[config.mk]
export PLATFORM = sky130hd
export DESIGN_NAME = jk_bank_sequencer
export DESIGN_NICKNAME = d
export VERILOG_FILES = /design/src/rtl/jk_bank_sequencer.sv
export SDC_FILE = /design/constraint.sdc
export NUM_CORES = 1
export LEC_CHECK = 0
export ABC_AREA = 1
export CAP_MARGIN = 20
export CORE_ASPECT_RATIO = 1.4
export CORE_UTILIZATION = 30
export CTS_CLUSTER_SIZE = 30
export DETAILED_ROUTE_END_ITERATION = 10
export PLACE_DENSITY = 0.48
export SLEW_MARGIN = 10
export SYNTH_ARGS = -nofsm -noshare
export SYNTH_HDL_FRONTEND = slang
export SYNTH_SLANG_ARGS = --single-unit
[constraint.sdc]
create_clock -name clk -period 3.5 [get_ports clk]
set_input_delay 0.7 -clock clk [delete_from_list [all_inputs] [get_ports clk]]
set_output_delay 0.7 -clock clk [all_outputs]
set_load 0.01 [all_outputs]
[src/rtl/jk_bank_sequencer.sv]
// jk_bank_sequencer
//
// Command-driven sequencer for a bank of N JK flip-flops. Commands (HOLD,
// RESET, SET, TOGGLE) enter through a valid/ready port into a small FIFO.
// Each command is popped, its target Q is sampled, the addressed flip-flop's
// J/K pair is driven for the requested number of cycles, and the resulting
// Q is checked against the value the operation should have produced.
//
// Ports:
//   clk        rising-edge clock
//   rst_n      asynchronous active-low reset
//   cmd_valid  command present on cmd_op/cmd_idx/cmd_len
//   cmd_ready  FIFO can accept a command (not full)
//   cmd_op     0=HOLD, 1=RESET, 2=SET, 3=TOGGLE
//   cmd_idx    target flip-flop index
//   cmd_len    number of drive cycles (0 behaves as 1)
//   j_out      J inputs to the bank (only the addressed bit, only in DRIVE)
//   k_out      K inputs to the bank (only the addressed bit, only in DRIVE)
//   q_in       Q outputs from the bank
//   busy       sequencer active or FIFO non-empty
//   done       one-cycle pulse when a command completes
//   err        one-cycle pulse with done on Q check failure or bad index

module jk_bank_sequencer #(
    parameter int unsigned N          = 4,
    parameter int unsigned IDX_W      = 2,
    parameter int unsigned CNT_W      = 4,
    parameter int unsigned FIFO_DEPTH = 4
) (
    input  logic             clk,
    input  logic             rst_n,
    input  logic             cmd_valid,
    output logic             cmd_ready,
    input  logic [1:0]       cmd_op,
    input  logic [IDX_W-1:0] cmd_idx,
    input  logic [CNT_W-1:0] cmd_len,
    output logic [N-1:0]     j_out,
    output logic [N-1:0]     k_out,
    input  logic [N-1:0]     q_in,
    output logic             busy,
    output logic             done,
    output logic             err
);

    localparam int unsigned PTR_W = (FIFO_DEPTH > 1) ? $clog2(FIFO_DEPTH) : 1;
    localparam int unsigned ENT_W = 2 + IDX_W + CNT_W;

    localparam logic [PTR_W-1:0] PtrOne   = PTR_W'(1);
    localparam logic [PTR_W:0]   CountOne = (PTR_W + 1)'(1);
    localparam logic [PTR_W:0]   FifoFull = (PTR_W + 1)'(FIFO_DEPTH);
    localparam logic [CNT_W-1:0] CntOne   = CNT_W'(1);

    localparam logic [1:0] OpHold   = 2'd0;
    localparam logic [1:0] OpReset  = 2'd1;
    localparam logic [1:0] OpSet    = 2'd2;
    localparam logic [1:0] OpToggle = 2'd3;

    typedef enum logic [1:0] {
        StIdle,
        StLoad,
        StDrive,
        StCheck
    } state_t;

    // ------------------------------------------------------------------
    // Command FIFO
    // ------------------------------------------------------------------
    logic [ENT_W-1:0] r_mem [FIFO_DEPTH];
    logic [PTR_W-1:0] r_wr_ptr;
    logic [PTR_W-1:0] r_rd_ptr;
    logic [PTR_W:0]   r_count;

    logic             w_full;
    logic             w_empty;
    logic             w_push;
    logic             w_pop;
    logic [ENT_W-1:0] w_head;

    // ------------------------------------------------------------------
    // Sequencer state
    // ------------------------------------------------------------------
    state_t           r_state;
    state_t           w_state_next;
    logic [1:0]       r_op;
    logic [IDX_W-1:0] r_idx;
    logic [CNT_W-1:0] r_len;
    logic [CNT_W-1:0] r_remaining;
    logic             r_q_start;
    logic             r_bad;

    logic             w_idx_ok;
    logic             w_q_sel;
    logic             w_len_odd;
    logic             w_expect;

    assign w_full    = (r_count == FifoFull);
    assign w_empty   = (r_count == '0);
    assign w_push    = cmd_valid && !w_full;
    assign w_pop     = (r_state == StIdle) && !w_empty;
    assign w_head    = r_mem[r_rd_ptr];
    assign cmd_ready = !w_full;
    assign busy      = (r_state != StIdle) || !w_empty;

    // Storage needs no reset: an entry is only read after it has been written.
    always_ff @(posedge clk) begin
        if (w_push) begin
            r_mem[r_wr_ptr] <= {cmd_op, cmd_idx, cmd_len};
        end
    end

    always_ff @(posedge clk or negedge rst_n) begin
        if (!rst_n) begin
            r_wr_ptr <= '0;
            r_rd_ptr <= '0;
            r_count  <= '0;
        end else begin
            if (w_push) begin
                r_wr_ptr <= r_wr_ptr + PtrOne;
            end
            if (w_pop) begin
                r_rd_ptr <= r_rd_ptr + PtrOne;
            end
            // Simultaneous push and pop leave the occupancy unchanged.
            if (w_push && !w_pop) begin
                r_count <= r_count + CountOne;
            end else if (w_pop && !w_push) begin
                r_count <= r_count - CountOne;
            end
        end
    end

    // ------------------------------------------------------------------
    // Index decode: an index outside the bank selects nothing and reads 0,
    // so an oversized IDX_W never indexes past q_in.
    // ------------------------------------------------------------------
    always_comb begin
        w_idx_ok = 1'b0;
        w_q_sel  = 1'b0;
        for (int unsigned i = 0; i < N; i++) begin
            if (32'(r_idx) == i) begin
                w_idx_ok = 1'b1;
                w_q_sel  = q_in[i];
            end
        end
    end

    // A zero length runs one cycle, so its toggle parity is odd.
    assign w_len_odd = (r_len == '0) ? 1'b1 : r_len[0];

    always_comb begin
        w_expect = r_q_start;
        unique case (r_op)
            OpHold:   w_expect = r_q_start;
            OpReset:  w_expect = 1'b0;
            OpSet:    w_expect = 1'b1;
            OpToggle: w_expect = r_q_start ^ w_len_odd;
            default:  w_expect = r_q_start;
        endcase
    end

    // ------------------------------------------------------------------
    // FSM next state
    // ------------------------------------------------------------------
    always_comb begin
        w_state_next = r_state;
        unique case (r_state)
            StIdle: begin
                if (!w_empty) begin
                    w_state_next = StLoad;
                end
            end
            StLoad: begin
                w_state_next = w_idx_ok ? StDrive : StCheck;
            end
            StDrive: begin
                if (r_remaining == CntOne) begin
                    w_state_next = StCheck;
                end
            end
            StCheck: begin
                w_state_next = StIdle;
            end
            default: begin
                w_state_next = StIdle;
            end
        endcase
    end

    // ------------------------------------------------------------------
    // Outputs, decoded from registered state only
    // ------------------------------------------------------------------
    always_comb begin
        j_out = '0;
        k_out = '0;
        done  = 1'b0;
        err   = 1'b0;
        if (r_state == StDrive) begin
            for (int unsigned i = 0; i < N; i++) begin
                if (32'(r_idx) == i) begin
                    j_out[i] = (r_op == OpSet)   || (r_op == OpToggle);
                    k_out[i] = (r_op == OpReset) || (r_op == OpToggle);
                end
            end
        end
        if (r_state == StCheck) begin
            done = 1'b1;
            err  = r_bad || (w_q_sel != w_expect);
        end
    end

    // ------------------------------------------------------------------
    // State and command registers
    // ------------------------------------------------------------------
    always_ff @(posedge clk or negedge rst_n) begin
        if (!rst_n) begin
            r_state     <= StIdle;
            r_op        <= OpHold;
            r_idx       <= '0;
            r_len       <= '0;
            r_remaining <= '0;
            r_q_start   <= 1'b0;
            r_bad       <= 1'b0;
        end else begin
            r_state <= w_state_next;
            if (w_pop) begin
                {r_op, r_idx, r_len} <= w_head;
            end
            unique case (r_state)
                StLoad: begin
                    r_q_start   <= w_q_sel;
                    r_remaining <= (r_len == '0) ? CntOne : r_len;
                    r_bad       <= !w_idx_ok;
                end
                StDrive: begin
                    r_remaining <= r_remaining - CntOne;
                end
                default: begin
                end
            endcase
        end
    end

endmodule

# After elaboration in Yosys (flattened, before gate mapping)
# Memories as Yosys holds them, arrays and structs flattened. A register that Yosys moved wholly into a read port is not among the register bits.
# Cells that the tools add are included.
# classes
n_bitwise	1
n_mux	32
n_eq_ne	14
n_reduce_logical	23
addsub	5
# ops
op	n
two-way mux 1 bit	22
== test 2 bit, second input constant	6
two-way mux 4 bit	3
case mux 2 bit (4 select lines)	1
case mux 4 bit (2 select lines)	1
== test 2 x 1 -> 1 bit, second input constant	3
zero test 1 bit	6
zero test 2 bit	3
two-way mux 3 bit	2
nonzero test 2 bit	3
adder 2 x 1 -> 2 bit, second input constant	2
== test 4 x 1 -> 1 bit, second input constant	1
logical AND 1 bit	4
zero test 4 bit	1
logical OR 1 bit	4
two-way mux 2 bit	2
inequality test 2 bit, second input constant	2
case mux 1 bit (4 select lines)	1
subtractor 4 x 1 -> 4 bit, second input constant	1
adder 3 x 1 -> 3 bit, second input constant	1
== test 3 bit, second input constant	1
zero test 3 bit	1
subtractor 3 x 1 -> 3 bit, second input constant	1
AND reduction 2 bit	1
2 further kinds	2
# totals
ram_bits	32
reg_bits	15
in_bits	15
word_cells	83
n_memories	1
out_inout_bits	12
# mem_list
name	depth	word_bits	rd	rd_clocked_by_memory_dff	wr	line	source
r_mem	4	8	1	1	1	68	logic [ENT_W-1:0] r_mem [FIFO_DEPTH];

# Depth between registers and ports, before layout
# Gate-level depths: netlist of the first run.
# logic_depth
word_depth	8
ltp_mapped	10

# Worst setup path after synthesis of the first run
# OpenSTA, ideal clock, no wires.
# synth_timing
kind	input-to-output
start	input q_in[3]
end	output err
path_slack_ps	1515
arrival_ps	1285
stages	7
cell_sequence	nand3b_1 o21ai_2 nor2_2 nand3_1 nand2_1 nor2_1 nor2_1
# synth_between
elab_chain_cells	4
# synth_lines
item	line	source
start: declaration	39	input logic [N-1:0] q_in,
two-way mux 1 bit	140	if (32'(r_idx) == i) begin
inequality test 1 bit	207	err = r_bad || (w_q_sel != w_expect);
logical OR 1 bit	207	
two-way mux 1 bit	205	if (r_state == StCheck) begin
end: declaration	42	output logic err
# Every way passes these cells.

# Worst setup path after layout of the first run
# layout_timing
start	input q_in[1]
end	output err
# layout_between
elab_chain_cells	6
# layout_lines
item	line
two-way mux 1 bit (3 in a row)	140
inequality test 1 bit	207
logical OR 1 bit	207
two-way mux 1 bit	205
# Every way passes these cells.

==> run metrics, run 1 <==
status complete, no violations; GR met3 Demand/Resource 1.98%; flops & latches, synth 55; total gr overflow 0; Internal Power 1570 µW; Top Usage Layer GRT met2; CTS sink cnt 55; cts hold-fix bufs 0; R2R setup slack 1450 ps; setup bufs post-CTS 0; Slew headroom 46.6%; Seq pwr share 40.6%; Via density 4.41; Finish-stage setup viols 0; WHS Endpoint r_bad; layout cells sized above 1 6.12%; row count 39; Hold WC Path Type reg2reg; fin cells 380; final hold violations 0; DP Cell Count 372; met1 usage 14.7%; Syn Inst Count 248; post-route ant nets 0; Worst Tran Pin Value 798 ps; post-layout minimum cycle time 2960 ps; Yosys top cell by area edfxtp_1; worst reg2reg endpoint r_count[2]; number of global-route vias before repair 1642; Total GRT Usage 11.9%; Clk pin slew, worst setup/hold paths 70 ps; clock power share 20.0%; LEAKAGE 0.00123 µW; Post-synth ARST share 41.8%; Hold Crit Start r_bad; R2R depth 10; power share of the combinational group 39.4%; fin crit share 84.5%; setup TNS 0 ps; Top FF cell, synth edfxtp_1; first-pass detailed-route iteration total 4; TritonCTS clock tree done; R2R Path Start r_count[0]; Crit Path Class in2out; most common cell in the netlist nor2_1; first-pass GRT wire length 7.96 mm; pwr/cell area 857 nW/µm²; EDFF count, synth 32; Worst setup startpoint q_in[1]; Worst Setup End Kind output port; Netlist cell types 23; DP HPWL 3.31 mm; Root Driver clkbuf_16; Port Buffers 26; met2 Usage GRT 20.1%; Critical Path Start Type input port; maximum clock path buffer count 2; Hold Path Cell Cnt 2; Worst-Skew Late Latency 290 ps; Synth Cell Area 2530 µm²; RSZ-0062 raised after global routing false; Vert. Die Dim 111 µm; main area contributors after synthesis edfxtp_1, dfrtp_1, o21ai_0; Initial Utilization 31.1%; DRC Markers 0; Via Count 1676; Net Sw Power 1030 µW; Placer Congestion 0.737; area share of the largest cell type after synthesis 37.9%; final WL 4.63 mm; total of max-cap violations 0; Ys Warns 0; synth cell count leaders nor2_1, o21ai_0, edfxtp_1, inv_1, nand2_1; worst path required time 2800 ps; DRT iter0 DRCs 89; nets@finish 304; Ports 27; syn nets 275; post_cts resized 0; # diodes 0; clock skew 6.17 ps; total die area 8820 µm²; largest net degree at the start of global routing 24; Layout area overhead 19.8%; Net Sw Frac 39.4%; width of the die 79.7 µm; Pins Over Slew Limit 0; per-cell routed wire length 12.2 µm; post-synthesis sequential area ratio 60.7%; maximum fanout along the worst path 3; Core ar. 8150 µm²; Max Fclk 0.338 GHz; H-tree depth 2; CTS buffer count 5; maximum VDD drop 0.324 mV; synthesized area per cell 10.2 µm²; CP Data Arrival Time 2260 ps; initial antenna violation count 0
layout by cell type, fill, tap and decap left out, drive strengths merged, types with 7 or more instances in the layout:
cell type | synthesis | layout
clkdlybuf4s50 | 0 | 26
o21ai | 38 | 38
nor2 | 45 | 45
ha | 11 | 11
inv | 36 | 39
edfxtp | 32 | 32
nand3 | 7 | 7
dfrtp | 23 | 23
nand2 | 26 | 26
a21oi | 8 | 8
per-stage QoR:
stage	util, %	cell area [µm²]	total power (µW)	worst slack (ps)	hold slack (ps)
after floorplan	-	2530	1840	1510	404
after global placement	35.3	2880	2100	544	464
after detailed placement	35.3	2880	2110	520	475
after CTS	37.2	3030	2640	521	493
after global routing	37.2	3030	2850	445	519
final	37.2	3030	2600	543	479
worst max-delay path, cell delays in order:
cell and delay (ps):
clkdlybuf4s50_1 460, inv_1 40, nand2_1 50, nand2_1 60, nor2_2 150, nand3_1 90, nand2_1 60, nor2_1 30
nor2_1 80, clkdlybuf4s50_1 530
layer usage:
layer / wire length, µm / up-vias
met4: 104 / 0
met2: 2400 / 29
met3: 115 / 8
li1: - / 875
met5: 0 / -
met1: 2010 / 764
worst max path at each step:
| stage | cells past startpoint | end |
|---|---|---|
| floorplan | 7 | err |
| global placement | 10 | err |
| detailed placement | 9 | err |
| CTS | 9 | err |
| global route | 9 | err |
| finish | 10 | err |
kinds of logic (layout without fill, tap and decap cells):
group	count (synthesis)	after routing	synth area share [%]
AOI/OAI and AO/OA	54	54	11.2
adders and majority gates	12	12	6.23
DFF	55	55	60.7
buffers and inverters	42	72	7.51
xor gates and xnor gates	5	5	1.73
and+or+nand+nor	80	80	12.6
state kept, by name (all words and copies together), names as in the netlist:
| name | flops |
|---|---|
| r_mem | 32 |
| r_len | 4 |
| r_remaining | 4 |
| r_count | 3 |
| r_idx | 2 |
| r_op | 2 |
| r_rd_ptr | 2 |
| r_state | 2 |
| r_wr_ptr | 2 |
| r_bad | 1 |
| r_q_start | 1 |
power by group through the flow:
stage / logic, µW / registers (µW) / clock network, µW
floorplan: 837 / 1000 / 0
global placement: 1030 / 1070 / 0
detailed placement: 1040 / 1070 / 0
CTS: 1050 / 1060 / 530
global route: 1200 / 1090 / 551
finish: 1020 / 1060 / 520
area by class of cell:
class / instances / area, µm²
fill: 804 / 5110
sequential: 55 / 1540
multi-input combinational: 151 / 806
timing repair buffer: 28 / 275
inverter: 36 / 135
tap: 102 / 128
clock buffer: 5 / 125
clock inverter: 3 / 28.8
Note: power is estimated with default switching activity, not from simulation.
==> inputs of run 2 (changes only) <==
--- a/config.mk
+++ b/config.mk
@@ -11,7 +11,7 @@
 export CORE_UTILIZATION = 30
 export CTS_CLUSTER_SIZE = 30
 export DETAILED_ROUTE_END_ITERATION = 10
-export PLACE_DENSITY = 0.48
+export PLACE_DENSITY = 0.49
 export SLEW_MARGIN = 10
 export SYNTH_ARGS = -nofsm -noshare
 export SYNTH_HDL_FRONTEND = slang
==> constraint.sdc (replaced) <==
create_clock -name clk -period 2.4 [get_ports clk]
set_input_delay 0.48 -clock clk [delete_from_list [all_inputs] [get_ports clk]]
set_output_delay 0.48 -clock clk [all_outputs]
set_load 0.01 [all_outputs]
==> run 2 against run 1 <==
Worst hold slack improved by 3.3 ps; global-route usage rose by 0.56 points; non-clock buffer count rose by 6; utilization rose by 0.64 points; routed wire length rose by 2.6%; combinational power rose by 55%; flip-flop and latch count did not move; clock-buffer cell count rose by 1; clock skew rose by 0.69 ps; via count rose by 2.6%; critical endpoint is now j_out[1]; first-iteration DRC count did not move; sequential share of layout area fell by 0.82 points; largest power group is now combinational cells.
==> run metrics, run 2 (synthesis results as in run 1) <==
largest net degree at the start of global routing 24; Finish-stage setup viols 0; worst path required time 1920 ps; crit-path max cell delay 530 ps; fin crit share 94.8%; met1 usage 13.6%; cts hold-fix bufs 0; Root Driver clkbuf_16; biggest registers after layout r_mem (32), r_len (4), r_remaining (4); Vert. Die Dim 111 µm; Port Buffers 26; nets@finish 310; worst reg2reg endpoint r_count[2]; total of max-cap violations 0; row count 39; Ports 27; TritonCTS clock tree done; maximum clock path buffer count 2; pwr/cell area 1230 nW/µm²; CP Data Arrival Time 1800 ps; WP depth 5; LEAKAGE 0.00135 µW; largest register by flop count r_mem; # diodes 0; per-cell routed wire length 12.3 µm; Via Count 1719; maximum VDD drop 0.376 mV; CP Capture Point j_out[1]; clock skew 6.86 ps; final WL 4.75 mm; Hold Crit Start r_bad; Via density 4.45; Initial Utilization 31.1%; Top Family by Delay on Critical Path buffers and inverters; R2R setup slack 390 ps; DP Cell Count 378; Core ar. 8150 µm²; number of global-route vias before repair 1762; Placer Congestion 0.726; total die area 8820 µm²; post-layout minimum cycle time 2280 ps; setup bufs post-CTS 0; Crit Path Class reg2out; Worst Hold Slack 482 ps; status complete, no violations; Slew headroom 74.0%; Critical-path top delay cell clkdlybuf4s50_1; Hold WC Path Type reg2reg; most common cell after layout, fill and taps aside nor2_1; GR met3 Demand/Resource 2.72%; first-pass detailed-route iteration total 4; total gr overflow 0; CTS buffer count 5; fin cells 386; worst path cell trace inv_2 -> ha_2 -> nand2_1 -> nor2_1 -> clkdlybuf4s50_1; Worst-Skew Late Latency 290 ps; R2R Path Start r_state[1]; DP HPWL 3.43 mm; Overall Power 3810 µW; DRT iter0 DRCs 89; Layout area overhead 21.9%; Critical Path Start Type flop; Worst Setup End Kind output port; R2R depth 9; H-tree depth 2; met2 Usage GRT 22.7%; Top Usage Layer GRT met2; Total GRT Usage 12.4%; layout cells sized above 1 8.80%; maximum fanout along the worst path 4; Largest register FFs 32; Worst Tran Pin Value 391 ps; Pins Over Slew Limit 0; commonest non-fill, non-tap cells in the layout nor2_1, o21ai_0, edfxtp_1, inv_1, nand2_1; Worst setup startpoint r_state[0]; RSZ-0062 raised after global routing false; final hold violations 0; first-pass GRT wire length 8.33 mm; CTS sink cnt 55; width of the die 79.7 µm; DRC Markers 0; post-route ant nets 0; Max Fclk 0.439 GHz; Clk pin slew, worst setup/hold paths 70 ps; initial antenna violation count 0; worst path bufs/invs 2
-- run 2: cell count changes in the layout (fill, tap and decap cells not counted), sizes merged --
| cell | delta |
|---|---|
| buf | +6 |
| clkbuf | +1 |
| clkdlybuf4s50 | -6 |
| clkinv | +2 |
| dlygate4sd2 | +1 |
| dlymetal6s2s | +5 |
| inv | -3 |
-- run 2: power breakdown --
| group | leakage, µW | switching, µW | internal, µW |
|---|---|---|---|
| clock | 0.0000710 | 326 | 391 |
| combinational | 0.000711 | 970 | 608 |
| sequential | 0.000567 | 184 | 1330 |
-- run 2: how the worst min path moves through the flow --
stage                     endpoint  slack (ps)  cells past startpoint
final                        r_bad         480                      2
after detailed placement     r_bad         470                      2
after CTS                    r_bad         490                      2
after global routing         r_bad         530                      2
after global placement       r_bad         460                      2
after floorplan              r_bad         180                      0
-- run 2: layout make-up --
cell class | count | area, µm²
Sequential cell | 55 | 1540
Tap cell | 102 | 128
Timing Repair Buffer | 34 | 332
Clock inverter | 2 | 17.5
Clock buffer | 6 | 129
Inverter | 36 | 135
Multi-Input combinational cell | 151 | 808
Fill cell | 832 | 5060
-- run 2: what timing repair did --
action / in CTS / in global routing
endpoints found under the setup margin: 1 / 8
resized for setup: 1 / 8
pin swaps: 1 / 0
gates cloned: 0 / 0
-- run 2: stage by stage --
stage | instance area [µm²] | setup TNS, ps | worst slack (ps) | utilization (%)
6_report | 3090 | 0 | 124 | 37.9
5_1_grt | 3090 | 0 | 4.67 | 37.9
4_1_cts | 3070 | 0 | 13.5 | 37.7
3_5_place_dp | 2930 | -143 | -143 | 35.9
3_3_place_gp | 2930 | -124 | -124 | 35.9
2_1_floorplan | 2530 | 0 | 491 | -
-- run 2: tightest hold or removal path, stage by stage (launching register included) --
cell     delay [ps]
dfrtp_1         330
inv_1            50
nor2_1           70
-- run 2: routing by layer --
layer | vias to the layer above | share of wire (%)
met5 | - | 0
met4 | 0 | 1.3
met3 | 4 | 2.9
met2 | 27 | 55
met1 | 801 | 41
li1 | 887 | -
